==> src/rtl/atx_pll_rst_seq.sv <==
`default_nettype none
// ============================================================================
// Module   : atx_pll_rst_seq
// Brief    : Power-up / reset sequencer for the ATX TX PLL and master CGB.
//            Drives PLL powerdown and CGB reset, qualifies a stable lock and
//            re-sequences on lock timeout, loss of lock or software restart.
// Revision : 1.0 - initial release
// ============================================================================
module atx_pll_rst_seq #(
    parameter int PWRDN_CYC        = 100,
    parameter int CAL_MIN_CYC      = 8,
    parameter int LOCK_STABLE_CYC  = 1000,
    parameter int LOCK_TIMEOUT_CYC = 100000,
    parameter int MCGB_RST_CYC     = 16,
    parameter int LOL_FILT_CYC     = 3,
    parameter int RETRY_W          = 8
) (
    input  logic               clk,
    input  logic               rst_n,
    input  logic               restart_req,
    input  logic               pll_locked,
    input  logic               pll_cal_busy,
    output logic               pll_powerdown,
    output logic               mcgb_rst,
    output logic               tx_clk_ready,
    output logic               lock_timeout,
    output logic [RETRY_W-1:0] retry_cnt,
    output logic [2:0]         fsm_state
);

    typedef enum logic [2:0] {
        S_PWRDN     = 3'd0,
        S_WAIT_CAL  = 3'd1,
        S_WAIT_LOCK = 3'd2,
        S_MCGB_RST  = 3'd3,
        S_READY     = 3'd4
    } state_t;

    // Zero-cycle settings are treated as one cycle so terminal values stay valid
    localparam int c_PWRDN_N = (PWRDN_CYC        > 0) ? PWRDN_CYC        : 1;
    localparam int c_CAL_N   = (CAL_MIN_CYC      > 0) ? CAL_MIN_CYC      : 1;
    localparam int c_STAB_N  = (LOCK_STABLE_CYC  > 0) ? LOCK_STABLE_CYC  : 1;
    localparam int c_TO_N    = (LOCK_TIMEOUT_CYC > 0) ? LOCK_TIMEOUT_CYC : 1;
    localparam int c_MCGB_N  = (MCGB_RST_CYC     > 0) ? MCGB_RST_CYC     : 1;
    localparam int c_LOL_N   = (LOL_FILT_CYC     > 0) ? LOL_FILT_CYC     : 1;

    localparam int c_MAX_0 = (c_PWRDN_N > c_CAL_N)  ? c_PWRDN_N : c_CAL_N;
    localparam int c_MAX_1 = (c_MAX_0   > c_STAB_N) ? c_MAX_0   : c_STAB_N;
    localparam int c_MAX_2 = (c_MAX_1   > c_TO_N)   ? c_MAX_1   : c_TO_N;
    localparam int c_MAX_3 = (c_MAX_2   > c_MCGB_N) ? c_MAX_2   : c_MCGB_N;
    localparam int c_MAX   = (c_MAX_3   > c_LOL_N)  ? c_MAX_3   : c_LOL_N;
    localparam int c_TW    = $clog2(c_MAX) + 1;

    // Counters hold "cycles already spent"; the transition fires at N-1
    localparam logic [c_TW-1:0] c_PWRDN_LAST = c_TW'(c_PWRDN_N - 1);
    localparam logic [c_TW-1:0] c_CAL_LAST   = c_TW'(c_CAL_N - 1);
    localparam logic [c_TW-1:0] c_STAB_LAST  = c_TW'(c_STAB_N - 1);
    localparam logic [c_TW-1:0] c_TO_LAST    = c_TW'(c_TO_N - 1);
    localparam logic [c_TW-1:0] c_MCGB_LAST  = c_TW'(c_MCGB_N - 1);
    localparam logic [c_TW-1:0] c_LOL_LAST   = c_TW'(c_LOL_N - 1);

    state_t            r_state;
    logic [c_TW-1:0]   r_dwell;
    logic [c_TW-1:0]   r_to_cnt;
    logic [c_TW-1:0]   r_stab;
    logic [c_TW-1:0]   r_lol;
    logic              r_lock_meta;
    logic              r_lock_s;
    logic              r_cal_meta;
    logic              r_cal_s;

    state_t            w_next;
    logic              w_timeout;
    logic              w_to_hit;
    logic              w_stay;
    logic              w_tmo_keep;
    logic [c_TW-1:0]   w_dwell_cap;

    assign fsm_state  = r_state;
    assign w_to_hit   = (r_to_cnt == c_TO_LAST);
    assign w_stay     = !restart_req && (w_next == r_state);
    assign w_tmo_keep = ((r_state == S_WAIT_CAL) || (r_state == S_WAIT_LOCK)) &&
                        ((w_next  == S_WAIT_CAL) || (w_next  == S_WAIT_LOCK));

    // Two-flop synchronizers for the asynchronous PLL status inputs
    always_ff @(posedge clk or negedge rst_n) begin
        if (!rst_n) begin
            r_lock_meta <= 1'b0;
            r_lock_s    <= 1'b0;
            r_cal_meta  <= 1'b0;
            r_cal_s     <= 1'b0;
        end else begin
            r_lock_meta <= pll_locked;
            r_lock_s    <= r_lock_meta;
            r_cal_meta  <= pll_cal_busy;
            r_cal_s     <= r_cal_meta;
        end
    end

    // Next-state decision; restart wins, then timeout, then normal progress
    always_comb begin
        w_next      = S_PWRDN;
        w_timeout   = 1'b0;
        w_dwell_cap = '0;
        if (restart_req) begin
            w_next = S_PWRDN;
        end else begin
            case (r_state)
                S_PWRDN: begin
                    w_dwell_cap = c_PWRDN_LAST;
                    w_next      = (r_dwell == c_PWRDN_LAST) ? S_WAIT_CAL : S_PWRDN;
                end
                S_WAIT_CAL: begin
                    w_dwell_cap = c_CAL_LAST;
                    if (w_to_hit) begin
                        w_next    = S_PWRDN;
                        w_timeout = 1'b1;
                    end else if ((r_dwell == c_CAL_LAST) && !r_cal_s) begin
                        w_next = S_WAIT_LOCK;
                    end else begin
                        w_next = S_WAIT_CAL;
                    end
                end
                S_WAIT_LOCK: begin
                    if (w_to_hit) begin
                        w_next    = S_PWRDN;
                        w_timeout = 1'b1;
                    end else if (r_lock_s && (r_stab == c_STAB_LAST)) begin
                        w_next = S_MCGB_RST;
                    end else begin
                        w_next = S_WAIT_LOCK;
                    end
                end
                S_MCGB_RST: begin
                    w_dwell_cap = c_MCGB_LAST;
                    if (!r_lock_s) begin
                        w_next = S_PWRDN;
                    end else if (r_dwell == c_MCGB_LAST) begin
                        w_next = S_READY;
                    end else begin
                        w_next = S_MCGB_RST;
                    end
                end
                S_READY: begin
                    w_next = (!r_lock_s && (r_lol == c_LOL_LAST)) ? S_PWRDN : S_READY;
                end
                default: begin
                    w_next = S_PWRDN;
                end
            endcase
        end
    end

    // State, timers and outputs registered together from the next state
    always_ff @(posedge clk or negedge rst_n) begin
        if (!rst_n) begin
            r_state       <= S_PWRDN;
            r_dwell       <= '0;
            r_to_cnt      <= '0;
            r_stab        <= '0;
            r_lol         <= '0;
            pll_powerdown <= 1'b1;
            mcgb_rst      <= 1'b1;
            tx_clk_ready  <= 1'b0;
            lock_timeout  <= 1'b0;
            retry_cnt     <= '0;
        end else begin
            r_state <= w_next;

            // Per-state dwell; saturates at the state's terminal value
            if (!w_stay) begin
                r_dwell <= '0;
            end else if (r_dwell != w_dwell_cap) begin
                r_dwell <= r_dwell + 1'b1;
            end

            // Timeout spans WAIT_CAL and WAIT_LOCK as one window
            r_to_cnt <= w_tmo_keep ? (r_to_cnt + 1'b1) : '0;

            // Run of synced-locked cycles inside WAIT_LOCK
            r_stab <= (w_stay && (r_state == S_WAIT_LOCK) && r_lock_s) ?
                      (r_stab + 1'b1) : '0;

            // Run of synced-unlocked cycles inside READY
            r_lol <= (w_stay && (r_state == S_READY) && !r_lock_s) ?
                     (r_lol + 1'b1) : '0;

            pll_powerdown <= (w_next == S_PWRDN);
            mcgb_rst      <= (w_next != S_READY);
            tx_clk_ready  <= (w_next == S_READY);
            lock_timeout  <= w_timeout;

            if (w_timeout && (retry_cnt != {RETRY_W{1'b1}})) begin
                retry_cnt <= retry_cnt + 1'b1;
            end
        end
    end

endmodule
`default_nettype wire

==> config.mk <==
export PLATFORM = sky130hd
export DESIGN_NAME = atx_pll_rst_seq
export DESIGN_NICKNAME = d
export VERILOG_FILES = /design/src/rtl/atx_pll_rst_seq.sv
export SDC_FILE = /design/constraint.sdc
export NUM_CORES = 1
export LEC_CHECK = 0
export ABC_CLOCK_PERIOD_IN_PS = 3200
export CORE_ASPECT_RATIO = 1.1
export CORE_MARGIN = 3
export CORE_UTILIZATION = 53
export DETAILED_ROUTE_END_ITERATION = 16
export GPL_TIMING_DRIVEN = 0
export PLACE_DENSITY = 0.71
export SLEW_MARGIN = 40
export SYNTH_ARGS = -nofsm -noshare
export SYNTH_HDL_FRONTEND = slang
export SYNTH_SLANG_ARGS = --single-unit
export TNS_END_PERCENT = 20
==> constraint.sdc <==
create_clock -name clk -period 3.2 [get_ports clk]
set_clock_uncertainty 0.1 [all_clocks]
set_input_delay 0.8 -clock clk [delete_from_list [all_inputs] [get_ports clk]]
set_output_delay 0.8 -clock clk [all_outputs]
set_load 0.03 [all_outputs]
==> impl_metrics.tcl, run 1 <==
set metrics [dict create \
    syn_nets 503 \
    dp_cells 626 \
    synth_warnings 0 \
    p_int_uw 1630 \
    routabilityCongestion 0.864 \
    dp_hpwl_um 6970 \
    floorplan.die_area_um2 10600 \
    synthesis.area_um2 4990 \
    synth-compound-area-share_pct 9.41 \
    grt_pass1_wl_um 17300 \
    p_switching_uw 444 \
    clockRootBuffer "clkbuf_8" \
    initial_core_util_pct 55.4 \
    clkPwrFrac_pct 41.1 \
    syn_to_final_growth_pct 11.7 \
    layout-drive-gt1-share_pct 13.8 \
    synth_top_family_by_area "simple AND/OR/NAND/NOR gates" \
    ys_types 62 \
    cp_num_buf_inv 1 \
    antennaDiodeCount 0 \
    setup-violations-final 0 \
    fill_cells 770 \
    drt-wirelength-per-cell_um 15.1 \
    synthAdderAreaFrac_pct 1.51 \
    via_per_inst 5.71 \
    startpoint_type "input port" \
    first_pass_iters 6 \
    cts.sinks 91 \
    period_share_pct 91.6 \
    io_buffers 19 \
    powerDensity_nw_per_um2 373 \
    syn_area_per_cell_um2 10.1 \
    crit_required_ns 3.38 \
    cts_tree "done" \
    end_kind "flop" \
    max_stage_delay_ns 0.54 \
    fin_total_pwr_uw 2080 \
    multiInputGateArea_um2 2560 \
    instances_no_fill 642 \
    drtAntennaViolNets 0 \
    drcViolationCount 0 \
    hold_viol 0 \
    power_leakage_uw 0.00217 \
    slew_headroom_pct 59.3 \
    fin_nets 534 \
    post_cts_buffers 0 \
    pwr-share-comb_pct 3.2 \
    r2r_end "pll_powerdown$_DFF_PN1_" \
    tns_ns 0 \
    ys_seq_area_share_pct 45.7 \
    drt_first_iter_violations 172 \
    arrival_ns 3.11 \
    insertion_delay_ns 0.36 \
    gr-total-overflow 0 \
    crit_slowest_cell "clkdlybuf4s50_1" \
    dieWidth_um 98.5 \
    grt_pass1_vias 3617 \
    place_area_um2 5350 \
    die_h_um 108 \
    critPathKind "input port to flop" \
    max_freq_mhz 341 \
    cap_viol_max_count 0 \
    status "complete, no violations" \
    synth_xor_area_share_pct 12.3 \
    antenna_found_initial 0 \
    cts_made_buffers 9 \
    async_flop_share_pct 100 \
    cp_top_family "compound AO/OA/AOI/OAI gates" \
    vias 3667 \
    r2r_cells 6 \
    ys.flop_type "dfrtp_1" \
    synth-seq-cells 91 \
    worst_pin_slew_ns 0.606 \
    rsz0062_at_grt "no" \
    hold_class "input port to asynchronous set/reset pin" \
    switching_share_pct 21.4 \
    clockBufferDepth 2 \
    h-tree-depth 3 \
    finalWorstSetupSlack_ns 0.270 \
    seq_area_um2 2280 \
    period_needed_ns 2.93 \
    synth-simple-area-share_pct 27.6 \
    worstPathCellList "clkdlybuf4s50_1, nor2_2, mux2_2, a221oi_2, a21boi_0, xnor2_1, nor3_1" \
    final_max_slew_viol_count 0 \
    pwr-share-seq_pct 55.8 \
    cts.clk_slew.worst_paths_ns 0.09 \
    crit_fanout 8 \
    synthCells 492 \
    pre_cts_slack_ns -0.195 \
    r2r-start "r_dwell[1]$_DFFE_PN0P_" \
    ff2ff_setup_slack_ns 0.54 \
    routed_wl_um 9680 \
    synthMuxAreaShare_pct 0.452 \
    design_area_um2 5570 \
    ioPinCount 20 \
    synth_edf_count 0 \
    grt_max_degree 53 \
    coreArea_um2 9010 \
    worst_ir_drop_vdd_uv 228 \
    num_rows 36 \
    track_usage_pct 20.0 \
]
==> cell families (layout without fill, tap and decap cells) <==
group	Yosys count	count (layout)
buffers and inverters	28	64
XOR/XNOR	70	70
AND/OR/NAND/NOR	237	237
AO/OA/AOI/OAI	58	58
adder cells (fa/ha/maj)	6	6
multiplexers	2	2
flip-flops	91	91
==> per-layer routing <==
metal  share of wire (%)  GRT usage [%]  wire length (µm)  vias up
met5                   0              0                 0        -
met4                 1.4           7.61               139        0
met3                 3.0           4.21               286       13
met2                  49           32.6              4720       50
met1                  47           26.5              4530     1778
li1                    -              -                 -     1826
==> stage by stage <==
step	hold slack [ns]	utilization (%)
finish	0.223	61.8
floorplan	0.231	-
detailed placement	0.235	59.4
CTS	0.232	61.8
global placement	0.236	59.1
global route	0.228	61.8
==> worst max-delay path by stage <==
stage               cells after the start                endpoint   startpoint
finish                                  7  r_dwell[2]$_DFFE_PN0P_  restart_req
global placement                        1   r_to_cnt[0]$_DFF_PN0_        rst_n
CTS                                     7  r_dwell[2]$_DFFE_PN0P_  restart_req
global route                            7  r_dwell[2]$_DFFE_PN0P_  restart_req
detailed placement                      7  r_dwell[2]$_DFFE_PN0P_  restart_req
floorplan                               6  r_dwell[2]$_DFFE_PN0P_  restart_req
==> state kept, by name (all words and copies together) (netlist names), 3 cells and up <==
name / count
fsm_state: 3
r_dwell: 18
r_lol: 18
r_stab: 18
r_to_cnt: 18
retry_cnt: 8
==> power groups by stage <==
stage	clock network, µW	registers, µW	logic, µW
floorplan	0	1180	28.1
global route	931	1160	74.4
detailed placement	0	1180	67.6
CTS	873	1160	67.8
global placement	0	1180	61.3
finish	854	1160	65.8
==> synthesized netlist by cell type, types with 9 or more instances <==
| cell type | instances | share of area (%) |
|---|---|---|
| o21ai_0 | 9 | 0.90 |
| xor2_1 | 34 | 6.0 |
| nor2_2 | 10 | 1.3 |
| nand2_1 | 26 | 2.0 |
| nor3_2 | 10 | 2.0 |
| xnor2_1 | 36 | 6.3 |
| nor3_1 | 25 | 2.5 |
| dfrtp_1 | 89 | 45 |
| and3_1 | 11 | 1.4 |
| a211oi_1 | 17 | 2.6 |
| nor2_1 | 49 | 3.7 |
| nand3_1 | 36 | 3.6 |
| inv_1 | 11 | 0.83 |
| nand4_1 | 17 | 2.1 |
| nor4_1 | 13 | 1.6 |
==> worst register-to-register path: stages, from the launching register on <==
cell	delay (ns)
dfrtp_1	0.48
ha_1	0.26
nor4bb_1	0.51
a311oi_1	0.28
o21ai_2	0.28
nand2_1	0.27
o31ai_1	0.39
==> repair_timing <==
item / CTS / global route
endpoints found under the setup margin: 0 / 1
resized for setup: 0 / 1
hold buffers: 0 / 0
==> cell usage in the layout (no fill, tap or decap), types with 3 or more instances in the layout <==
master / count
nor2b_1: 4
nand2_1: 26
clkbuf_1: 9
xnor2_1: 36
nand3_1: 36
nand4_1: 17
clkbuf_8: 10
nor2_2: 11
buf_6: 5
nor2_1: 48
nor3_1: 25
and3_1: 11
and2_1: 4
a21oi_1: 7
clkdlybuf4s50_1: 18
ha_1: 6
o21ai_0: 9
nor4_1: 13
xor2_1: 34
and4_1: 8
dfrtp_1: 89
nor3_2: 10
a211oi_2: 4
inv_1: 11
buf_2: 4
a211oi_1: 17
a21o_1: 3
==> cell type report <==
type	count	area share [%]
multi-input combinational	373	45.9
sequential	91	40.9
timing repair buffer	20	3.93
tap	114	2.56
clock buffer	11	2.54
buffer	17	1.98
clock inverter	5	1.39
inverter	11	0.741
Note: power is estimated with default switching activity, not from simulation.
==> run 2, diff against run 1 <==
--- a/config.mk
+++ b/config.mk
@@ -5,12 +5,13 @@
 export SDC_FILE = /design/constraint.sdc
 export NUM_CORES = 1
 export LEC_CHECK = 0
-export ABC_CLOCK_PERIOD_IN_PS = 3200
+export ABC_CLOCK_PERIOD_IN_PS = 3350
 export CORE_ASPECT_RATIO = 1.1
 export CORE_MARGIN = 3
 export CORE_UTILIZATION = 53
 export DETAILED_ROUTE_END_ITERATION = 16
 export GPL_TIMING_DRIVEN = 0
+export HOLD_SLACK_MARGIN = 0.12
 export PLACE_DENSITY = 0.71
 export SLEW_MARGIN = 40
 export SYNTH_ARGS = -nofsm -noshare
==> constraint.sdc (replaced) <==
create_clock -name clk -period 3.35 [get_ports clk]
set_clock_uncertainty 0.1 [all_clocks]
set_input_delay 0.8375 -clock clk [delete_from_list [all_inputs] [get_ports clk]]
set_output_delay 0.8375 -clock clk [all_outputs]
set_load 0.03 [all_outputs]
==> impl_metrics.tcl, run 2 (same netlist as run 1, synthesis figures left out) <==
set metrics [dict create \
    status "complete, no violations" \
    fin_total_pwr_uw 1980 \
    final_cell_mix "dfrtp_1, nor2_1, nand3_1, xnor2_1, xor2_1" \
    period_share_pct 92.8 \
    whs_ns 0.254 \
    grt_max_degree 53 \
    hold_buffers 0 \
    r2r_cells 7 \
    final_max_slew_viol_count 0 \
    hold-path-cell-count 0 \
    grt_pass1_vias 3617 \
    tns_ns 0 \
    cts_made_buffers 9 \
    track_usage_pct 20.0 \
    powerDensity_nw_per_um2 356 \
    dieWidth_um 98.5 \
    floorplan.die_area_um2 10600 \
    die_h_um 108 \
    rsz0062_at_grt "no" \
    hold_viol 0 \
    num_rows 36 \
    layout_commonest_cell "dfrtp_1" \
    arrival_ns 3.28 \
    crit_slowest_cell "clkdlybuf4s50_1" \
    drcViolationCount 0 \
    whs_endpoint "r_lock_s$_DFF_PN0_" \
    crit_required_ns 3.53 \
    grt_pass1_wl_um 17300 \
    initial_core_util_pct 55.4 \
    startpoint_type "input port" \
    antenna_found_initial 0 \
    cts_resized 0 \
    drtAntennaViolNets 0 \
    cts.sinks 91 \
    drt-wirelength-per-cell_um 15.1 \
    max_stage_delay_ns 0.53 \
    worstPathCellList "clkdlybuf4s50_1, nor2_1, mux2_2, a221oi_2, a21boi_0, xnor2_1, nor3_1" \
    power_leakage_uw 0.00217 \
    grt_use_met2_pct 32.6 \
    slew_headroom_pct 59.5 \
    first_pass_iters 6 \
    gr-total-overflow 0 \
    ioPinCount 20 \
    fin_nets 534 \
    post_cts_buffers 0 \
    cap_viol_max_count 0 \
    ff2ff_setup_slack_ns 0.67 \
    h-tree-depth 3 \
    grt_most_used_layer "met2" \
    end_kind "flop" \
    antennaDiodeCount 0 \
    io_buffers 19 \
    period_needed_ns 3.11 \
    clockBufferDepth 2 \
    critPathKind "input port to flop" \
    coreArea_um2 9010 \
    cp_top_family "compound AO/OA/AOI/OAI gates" \
    syn_to_final_growth_pct 11.6 \
    insertion_delay_ns 0.36 \
    routabilityCongestion 0.864 \
    final_util_pct 61.8 \
    max_freq_mhz 322 \
    via_per_inst 5.72 \
    cts.clk_slew.worst_paths_ns 0.08 \
    vias 3670 \
    hold_class "flop to flop" \
    grt_use_met3_pct 4.21 \
    hp-start "r_lock_meta$_DFF_PN0_" \
    layout-drive-gt1-share_pct 13.6 \
    worst_pin_slew_ns 0.603 \
    cts_tree "done" \
    worst_ir_drop_vdd_uv 217 \
    routed_wl_um 9720 \
    dp_hpwl_um 6970 \
    clockRootBuffer "clkbuf_8" \
    drt_first_iter_violations 180 \
    cp_num_buf_inv 1 \
    met1_usage_pct 26.5 \
    r2r_end "r_dwell[2]$_DFFE_PN0P_" \
    crit_fanout 8 \
    r2r-start "fsm_state[2]$_DFF_PN0_" \
    setup-violations-final 0 \
]
-- run 2: cell counts in the layout (fill, tap and decap cells not counted) --
No cell type changed its count.
-- run 2: routing by layer --
metal  vias to the layer above  part of all wire, %
li1                       1822                    -
met1                      1788                   47
met2                        47                   49
met3                        13                  2.7
met4                         0                  1.3
met5                         -                    0
-- run 2: where the power goes --
| part | internal, µW | total [µW] | switching (µW) |
|---|---|---|---|
| logic | 20.3 | 62.9 | 42.6 |
| clock network | 438 | 815 | 376 |
| registers | 1100 | 1110 | 4.83 |
| total | 1560 | 1980 | 424 |
-- run 2: how the worst max path moves through the flow --
stage                startpoint                      to  slack (ns)  depth (start not counted)
finish              restart_req  r_dwell[2]$_DFFE_PN0P_        0.24                          7
global route        restart_req  r_dwell[2]$_DFFE_PN0P_        0.10                          7
CTS                 restart_req  r_dwell[2]$_DFFE_PN0P_        0.31                          7
detailed placement  restart_req  r_dwell[2]$_DFFE_PN0P_       -0.08                          7
global placement          rst_n   r_to_cnt[0]$_DFF_PN0_       -1.97                          1
floorplan           restart_req  r_dwell[2]$_DFFE_PN0P_        0.83                          6
-- run 2: through the flow --
step	instances	setup WS (ns)	cell area [µm²]
finish	642	0.241	5570
global route	642	0.100	5570
CTS	642	0.311	5570
detailed placement	626	-0.0828	5350
global placement	625	-1.97	5320
floorplan	492	0.828	4990
-- run 2: cell type report --
class	instances	area (µm²)
inverters	11	41.3
multi-input cells	373	2560
clock inverters	5	77.6
clock buffers	11	141
plain buffers	17	110
fillers	770	3440
repair buffers	20	219
flip-flops and latches	91	2280
well taps	114	143
